## src/rtl/mem_stage_pkg.sv

```systemverilog
// mem_stage_pkg: shared constants and types for the memory-access stage.
//   - bus widths between EXM and the memory stage
//   - bit_width access-size encodings
//   - FSM state encodings (2-bit)
//   - es_to_ms_t: field view of es_to_ms_bus
package mem_stage_pkg;

    localparam int unsigned XLEN            = 32;
    localparam int unsigned ES_TO_MS_BUS_WD = 103;
    localparam int unsigned MS_TO_ES_BUS_WD = 34;

    // Access size encodings; any other value behaves as a word access.
    localparam logic [3:0] BW_BYTE = 4'b0001;
    localparam logic [3:0] BW_HALF = 4'b0011;
    localparam logic [3:0] BW_WORD = 4'b1111;

    localparam logic [1:0] ST_IDLE = 2'd0;
    localparam logic [1:0] ST_REQ  = 2'd1;
    localparam logic [1:0] ST_WAIT = 2'd2;
    localparam logic [1:0] ST_DONE = 2'd3;

    // Field order matches the packed bus, MSB first.
    typedef struct packed {
        logic [31:0] addr;
        logic        is_unsigned;
        logic        mem_we;
        logic        mem_re;
        logic [3:0]  bit_width;
        logic [31:0] wdata;
        logic [31:0] pc;
    } es_to_ms_t;

endpackage

```

## src/rtl/mem_stage_if.sv

```systemverilog
// mem_stage_if: data-cache request/response port.
//   master (mem_stage): dc_req_valid, dc_req_we, dc_req_addr, dc_req_wstrb,
//                       dc_req_wdata out; dc_req_ready, dc_resp_valid,
//                       dc_resp_rdata in.
//   slave  (cache):     the mirror image.
// Handshake: a request transfers on a clock edge where dc_req_valid and
// dc_req_ready are both high; once valid is raised, it and every request
// field stay constant until that edge. dc_resp_valid has no ready: the
// response is a single-cycle pulse that the master must take when it arrives.
interface mem_stage_if;
    import mem_stage_pkg::*;

    logic            dc_req_valid;
    logic            dc_req_ready;
    logic            dc_req_we;
    logic [XLEN-1:0] dc_req_addr;
    logic [3:0]      dc_req_wstrb;
    logic [XLEN-1:0] dc_req_wdata;
    logic            dc_resp_valid;
    logic [XLEN-1:0] dc_resp_rdata;

    modport master (
        output dc_req_valid, dc_req_we, dc_req_addr, dc_req_wstrb, dc_req_wdata,
        input  dc_req_ready, dc_resp_valid, dc_resp_rdata
    );

    modport slave (
        input  dc_req_valid, dc_req_we, dc_req_addr, dc_req_wstrb, dc_req_wdata,
        output dc_req_ready, dc_resp_valid, dc_resp_rdata
    );

endinterface

```

## src/rtl/mem_stage_load_align.sv

```systemverilog
// load_align: combinational load-data shaping.
//   raw         in  32  word returned by the data cache
//   addr_lo     in  2   byte offset of the access
//   bit_width   in  4   access size (byte / half / anything else = word)
//   is_unsigned in  1   1 = zero-extend, 0 = sign-extend
//   result      out 32  lane-selected, extended load value
module load_align
    import mem_stage_pkg::*;
(
    input  logic [XLEN-1:0] raw,
    input  logic [1:0]      addr_lo,
    input  logic [3:0]      bit_width,
    input  logic            is_unsigned,
    output logic [XLEN-1:0] result
);

    logic [7:0]  byte_lane;
    logic [15:0] half_lane;

    always_comb begin
        byte_lane = raw[7:0];
        case (addr_lo)
            2'd0: byte_lane = raw[7:0];
            2'd1: byte_lane = raw[15:8];
            2'd2: byte_lane = raw[23:16];
            2'd3: byte_lane = raw[31:24];
            default: byte_lane = raw[7:0];
        endcase
        // Halves are always 2-byte aligned here; addr_lo[0] is a misalignment.
        half_lane = addr_lo[1] ? raw[31:16] : raw[15:0];

        if (bit_width == BW_BYTE) begin
            result = {{24{~is_unsigned & byte_lane[7]}}, byte_lane};
        end else if (bit_width == BW_HALF) begin
            result = {{16{~is_unsigned & half_lane[15]}}, half_lane};
        end else begin
            result = raw;
        end
    end

endmodule

```

## src/rtl/mem_stage.sv

```systemverilog
// mem_stage: memory-access stage behind EXM.
//   clk, reset    clock; synchronous active-high reset
//   es_to_ms_bus  in  103 {addr, is_unsigned, mem_we, mem_re, bit_width, wdata, pc}
//   ms_advance    in  1   EXM instruction leaves the stage this cycle
//   ms_to_es_bus  out 34  {excp_ale, dcache_ok, mem_result}
//   dc            master side of the data-cache port (mem_stage_if)
//   dbg_state     out 2   current FSM state
// One request is outstanding at most. EXM stalls while dcache_ok is low and
// keeps es_to_ms_bus stable, so the request fields are driven straight from
// the bus and stay stable across REQ.
module mem_stage
    import mem_stage_pkg::*;
(
    input  logic                       clk,
    input  logic                       reset,
    input  logic [ES_TO_MS_BUS_WD-1:0] es_to_ms_bus,
    input  logic                       ms_advance,
    output logic [MS_TO_ES_BUS_WD-1:0] ms_to_es_bus,
    mem_stage_if.master                dc,
    output logic [1:0]                 dbg_state
);

    es_to_ms_t       req;
    logic            is_byte, is_half, is_word;
    logic            mem_op, mis, excp_ale, go;
    logic [1:0]      state, state_nxt;
    logic [XLEN-1:0] ld_data_r, ld_ext, mem_result;
    logic            dcache_ok, req_valid, accept;
    logic [3:0]      wstrb;
    logic [XLEN-1:0] wdata;
    logic            unused_pc;

    assign req       = es_to_ms_t'(es_to_ms_bus);
    assign unused_pc = ^req.pc;

    assign is_byte  = (req.bit_width == BW_BYTE);
    assign is_half  = (req.bit_width == BW_HALF);
    assign is_word  = !is_byte && !is_half;
    assign mem_op   = req.mem_we | req.mem_re;
    assign mis      = (is_half & req.addr[0]) | (is_word & (|req.addr[1:0]));
    assign excp_ale = mem_op & mis;
    assign go       = mem_op & ~mis;

    load_align u_load_align (
        .raw         (dc.dc_resp_rdata),
        .addr_lo     (req.addr[1:0]),
        .bit_width   (req.bit_width),
        .is_unsigned (req.is_unsigned),
        .result      (ld_ext)
    );

    always_comb begin
        state_nxt  = state;
        req_valid  = 1'b0;
        dcache_ok  = 1'b0;
        mem_result = '0;
        case (state)
            ST_IDLE: begin
                if (!go) begin
                    dcache_ok = 1'b1;
                end else begin
                    req_valid = 1'b1;
                    if (dc.dc_req_ready) state_nxt = req.mem_we ? ST_DONE : ST_WAIT;
                    else                 state_nxt = ST_REQ;
                end
            end
            ST_REQ: begin
                req_valid = 1'b1;
                if (dc.dc_req_ready) state_nxt = req.mem_we ? ST_DONE : ST_WAIT;
            end
            ST_WAIT: begin
                if (dc.dc_resp_valid) state_nxt = ST_DONE;
            end
            ST_DONE: begin
                dcache_ok  = 1'b1;
                mem_result = ld_data_r;
                if (ms_advance) state_nxt = ST_IDLE;
            end
            default: state_nxt = ST_IDLE;
        endcase
    end

    assign accept = req_valid & dc.dc_req_ready;

    always_ff @(posedge clk) begin
        if (reset) begin
            state     <= ST_IDLE;
            ld_data_r <= '0;
        end else begin
            state <= state_nxt;
            // Stores report 0 in DONE, so clear any older load value on acceptance.
            if (accept && req.mem_we) begin
                ld_data_r <= '0;
            end else if (state == ST_WAIT && dc.dc_resp_valid) begin
                ld_data_r <= ld_ext;
            end
        end
    end

    // Store lane replication and byte strobes.
    always_comb begin
        wstrb = 4'b0000;
        wdata = req.wdata;
        if (req.mem_we) begin
            if (is_byte) begin
                wdata = {4{req.wdata[7:0]}};
                wstrb = 4'b0001 << req.addr[1:0];
            end else if (is_half) begin
                wdata = {2{req.wdata[15:0]}};
                wstrb = 4'b0011 << req.addr[1:0];
            end else begin
                wstrb = 4'b1111;
            end
        end
    end

    assign dc.dc_req_valid = req_valid;
    assign dc.dc_req_we    = req.mem_we;
    assign dc.dc_req_addr  = {req.addr[31:2], 2'b00};
    assign dc.dc_req_wstrb = wstrb;
    assign dc.dc_req_wdata = wdata;

    assign ms_to_es_bus = {excp_ale, dcache_ok, mem_result};
    assign dbg_state    = state;

endmodule
```

## src/flat_wrapper.sv

```systemverilog
// flat-port wrapper written by rule: the top's interface ports become plain ports
module mem_stage_flat import mem_stage_pkg::*;
  (clk, reset, es_to_ms_bus, ms_advance, ms_to_es_bus, dbg_state, dc_dc_req_valid, dc_dc_req_we, dc_dc_req_addr, dc_dc_req_wstrb, dc_dc_req_wdata, dc_dc_req_ready, dc_dc_resp_valid, dc_dc_resp_rdata);
  mem_stage_if dc_i ();
  input  logic clk;
  input  logic reset;
  input  logic [ES_TO_MS_BUS_WD-1:0] es_to_ms_bus;
  input  logic ms_advance;
  output logic [MS_TO_ES_BUS_WD-1:0] ms_to_es_bus;
  output logic [1:0] dbg_state;
  output wire logic [$bits(dc_i.dc_req_valid)-1:0] dc_dc_req_valid;
  output wire logic [$bits(dc_i.dc_req_we)-1:0] dc_dc_req_we;
  output wire logic [$bits(dc_i.dc_req_addr)-1:0] dc_dc_req_addr;
  output wire logic [$bits(dc_i.dc_req_wstrb)-1:0] dc_dc_req_wstrb;
  output wire logic [$bits(dc_i.dc_req_wdata)-1:0] dc_dc_req_wdata;
  input wire logic [$bits(dc_i.dc_req_ready)-1:0] dc_dc_req_ready;
  input wire logic [$bits(dc_i.dc_resp_valid)-1:0] dc_dc_resp_valid;
  input wire logic [$bits(dc_i.dc_resp_rdata)-1:0] dc_dc_resp_rdata;
  assign dc_dc_req_valid = dc_i.dc_req_valid;
  assign dc_dc_req_we = dc_i.dc_req_we;
  assign dc_dc_req_addr = dc_i.dc_req_addr;
  assign dc_dc_req_wstrb = dc_i.dc_req_wstrb;
  assign dc_dc_req_wdata = dc_i.dc_req_wdata;
  assign dc_i.dc_req_ready = dc_dc_req_ready;
  assign dc_i.dc_resp_valid = dc_dc_resp_valid;
  assign dc_i.dc_resp_rdata = dc_dc_resp_rdata;
  mem_stage u_core (.clk(clk), .reset(reset), .es_to_ms_bus(es_to_ms_bus), .ms_advance(ms_advance), .ms_to_es_bus(ms_to_es_bus), .dc(dc_i), .dbg_state(dbg_state));
endmodule
```

## config.mk

```make
export PLATFORM = sky130hd
export DESIGN_NAME = mem_stage_flat
export DESIGN_NICKNAME = d
export VERILOG_FILES = /design/src/rtl/mem_stage_pkg.sv /design/src/rtl/mem_stage_if.sv /design/src/rtl/mem_stage_load_align.sv /design/src/rtl/mem_stage.sv /design/src/flat_wrapper.sv
export SDC_FILE = /design/constraint.sdc
export NUM_CORES = 1
export LEC_CHECK = 0
export BUFFER_PORTS_ARGS = -buffer_cell sky130_fd_sc_hd__buf_2
export CAP_MARGIN = 15
export CORE_MARGIN = 2
export CORE_UTILIZATION = 33
export DETAILED_ROUTE_END_ITERATION = 12
export GPL_ROUTABILITY_DRIVEN = 0
export GPL_TIMING_DRIVEN = 0
export PLACE_DENSITY = 0.69
export SLEW_MARGIN = 20
export SYNTH_ARGS = -nofsm -noshare
export SYNTH_HDL_FRONTEND = slang
export SYNTH_SLANG_ARGS = --single-unit
```

## constraint.sdc

```tcl
create_clock -name clk -period 2.7 [get_ports clk]
set_input_delay 0.54 -clock clk [delete_from_list [all_inputs] [get_ports clk]]
set_output_delay 0.54 -clock clk [all_outputs]
set_load 0.01 [all_outputs]
```

==> results.md <==
- The synthesized design contains 0 enable-type register cells.
- The number of antenna-violating nets in the routed design is 0.
- The endpoint class of the critical path is a primary output.
- The part of the power in the clock network is between 20% and 30%.
- Summed over all layers, the global routing overflow is 0.
- The synthesized netlist devotes under 10% of its cell area to adder and majority cells.
- Data arrives at the worst endpoint at around 2000 ps.
- After detailed routing, the average wire length per cell comes to around 15 um.
- In this run switching power makes up 35.2% of total power.
- The layout filler cell count is about 940.
- The final cell utilization of the core is a little under half.
- For this configuration, the core starts out at a cell density of 33.7%.
- Timing would allow up to slightly below 400 MHz.
- The max-capacitance violation count is 0.
- The clock latency on the worst-skew pair is around 280 ps.
- The final layout contains routed wiring with a total length of ~11,000 um.
- The compound-gate portion of the synthesized area is 27.2%.
- The first-pass GRT wire length is roughly 16,000 um.
- The synthesized area is slightly above 0.003 mm2.
- The clock root buffer is clkbuf_8.
- The flip-flop cell with the highest count after synthesis is dfxtp_1.
- The number of unique standard cell types used by synthesis is 52.
- In the layout the commonest cells are 185 x buf_2, 46 x buf_4, 38 x nor2_1.
- Data on the critical path is required at its endpoint by about 2200 ps.
- The number of antenna violations at the first check in global routing came to 2.
- Averaged over all synthesized cells, the footprint is ~8 um2.
- Along the worst path, the maximum fanout reaches 10.
- The number of placement rows is 35.
- The share of async-settable or async-resettable flops after synthesis is 0%.
- The number of DRC markers in iteration 0 is 276.
- The sequential cell fraction of total power is approximately a third.
- The minimum period implied by the final worst setup slack is ~2600 ps.
- The power density relative to cell area is approximately 460 mW/mm2.
- Setup repair after global routing left no endpoint under its margin.
- The core region is 0.00911 mm2.
- After detailed routing, the number of remaining DRC violations is 0.
- The CTS sink count is 34.
- The critical path is of the in -> out type.
- The analysis attributes to cell leakage a power of just over 2 nW.
- The H-tree generated during clock tree synthesis spans 2 levels.
- STA classifies the critical path startpoint as a primary input.
- The max-slew violation count is 0.
- Of the total power, combinational logic draws 42.7%.
- The worst clock skew on the final layout is 2.36 ps.
- Input and output buffers added on the ports amount to between 150 and 200.
- Pin placement for this block handled between 200 and 250 I/O pins.
- After synthesis, the share of cell area in mux cells is between 10% and 20%.
- The worst hold-check slack is ~450 ps.
- After layout, the worst path uses approximately 95% of the clock period.
- The Yosys step of the flow raised 0 warnings.
- The tightest min-delay check is of the reg -> reg type.
- The half-perimeter wire length after detailed placement is slightly below 9000 um.
- The internal power of the cells totals between 1 and 1.5 mW.
- Cells with a size suffix above 1 make up 48.1% of the layout.
- The length of the first detailed-routing pass in iterations is 5.
- The width of the die is approximately 100 um.
- Setup violations remaining at the end of the flow were counted as 0.
- After clock tree synthesis, the clock-pin slew on the worst setup and hold paths is around 70 ps.
- The share of the Yosys chip area taken by registers is between 20 and 25%.
- The overall fraction of global-route tracks in use is between 10% and 20%.
- The count of mapped cells out of synthesis is between 300 and 400.
- The maximum VDD drop is 197 uV.
- The TritonCTS buffer count is 5.
- The run finished with clean final reports.
- The number of storage elements in the synthesis netlist is 34.
- The total count of hold-check failures in the final report is 0.
- Counting along the longest clock path gives a buffer depth of 2.
- The die covers 0.0101 mm2.
- The net count reported at finish is 720.
- The number of global-route vias before repair came to 3,377.
- The routed layout has 3,520 vias.
- The antenna diode instance count is 0.
- The most common cell after layout, fill and taps aside is buf_2.
- The pin count of the biggest net entering global routing is 11.
- The TritonCTS clock tree is built.
- Compared with the post-synthesis result, the final layout area differs by 38.3%.
- Summed over all nets, the switching power comes to slightly below 700 uW.
- The synthesized netlist devotes 0% of its cell area to XOR and XNOR gates.
- Summing the areas of all and, or, nand and nor instances in the mapped netlist gives between 10% and 20% of the synthesized area.
- The dominant combinational cell family by area after synthesis is compound AO/OA/AOI/OAI gates.
- The routed via count divided by cell count is just over 5.
- The die span in y is about 100 um.
- Hold repair after CTS inserted 0 buffers.
==> stage by stage <==
step,setup TNS (ps),cells,cell area [um2],worst slack (ps),total power [mW]
5_1_grt,0,683,4240,37.0,2.09
2_1_floorplan,0,383,3070,336,1.22
4_1_cts,0,684,4240,37.9,1.96
6_report,0,683,4240,138,1.96
3_3_place_gp,-2150,675,4120,-127,1.49
3_5_place_dp,-3100,675,4120,-143,1.51
==> cell families after synthesis <==
kind of cell | after synthesis
DFF | 34
buffers and inverters | 83
muxes | 30
and+or+nand+nor | 109
adders and majority gates | 9
other | 1
AOI/OAI and AO/OA | 116
==> per-layer routing <==
| layer | track usage [%] | share of wire (%) | vias to the layer above |
|---|---|---|---|
| li1 | - | - | 1706 |
| met1 | 23.3 | 37 | 1602 |
| met2 | 36.4 | 51 | 196 |
| met3 | 3.90 | 9.4 | 16 |
| met4 | 5.69 | 2.1 | 0 |
| met5 | 0 | 0 | - |
==> synth_stat cells, types with 4 or more instances <==
| library cell | instances | share of area, % |
|---|---|---|
| a211oi_1 | 24 | 5.9 |
| a222oi_1 | 8 | 2.6 |
| nand2_1 | 19 | 2.3 |
| inv_1 | 9 | 1.1 |
| a22oi_1 | 8 | 2.0 |
| buf_6 | 6 | 2.2 |
| dfxtp_1 | 34 | 22 |
| o221ai_1 | 7 | 2.0 |
| and2_1 | 35 | 7.1 |
| a31oi_1 | 7 | 1.4 |
| clkbuf_1 | 15 | 1.8 |
| o21ai_0 | 20 | 3.3 |
| ha_1 | 9 | 3.7 |
| a21oi_1 | 19 | 3.1 |
| o2bb2ai_1 | 8 | 2.3 |
| buf_2 | 4 | 0.65 |
| buf_4 | 45 | 11 |
| mux2i_1 | 11 | 3.6 |
| mux2_2 | 16 | 5.9 |
| nor2_1 | 38 | 4.6 |
==> what timing repair did <==
| action | 4_1_cts | 5_1_grt |
|---|---|---|
| gates resized for setup | 2 | 3 |
| pin swaps | 1 | 0 |
| setup endpoints to repair | 13 | 23 |
| buffers inserted | 1 | 0 |
==> worst max-delay path, cell delays in order <==
cell	delay, ps
buf_2	170
clkinvlp_4	180
ha_1	240
o21ai_0	100
mux2_4	310
a21oi_1	170
nor2_1	60
buf_4	120
buf_2	130
==> path summary, 6_finish.rpt <==
path / to / start / cells past startpoint / slack (ps)
max: ms_to_es_bus[32] / es_to_ms_bus[72] / 9 / 140
min: u_core.ld_data_r[2] / u_core.ld_data_r[2] / 2 / 450
max reg2reg: u_core.ld_data_r[3] / u_core.dbg_state[0] / 7 / 750
min reg2reg: u_core.ld_data_r[2] / u_core.ld_data_r[2] / 2 / 450
==> cell type report <==
class | instances | area, um2 | area share (%)
plain buffers | 72 | 502 | 11.8
inverters | 10 | 41.3 | 0.973
repair buffers | 182 | 913 | 21.5
well taps | 111 | 139 | 3.27
clock buffers | 7 | 76.3 | 1.80
clock inverters | 1 | 30.0 | 0.708
multi-input cells | 266 | 1860 | 43.9
flip-flops and latches | 34 | 681 | 16.0
==> power by group through the flow <==
stage               Sequential, mW  Clock, mW  Combinational [mW]
floorplan                    0.661          0               0.561
global placement             0.672          0               0.814
detailed placement           0.678          0               0.830
CTS                          0.667      0.459               0.836
global route                 0.681      0.488               0.923
finish                       0.665      0.456               0.837
==> state kept, by name, summed over array words and instances, names as in the netlist <==
signal and cells:
u_core.dbg_state 2, u_core.ld_data_r 32
Note: power is estimated with default switching activity, not from simulation.
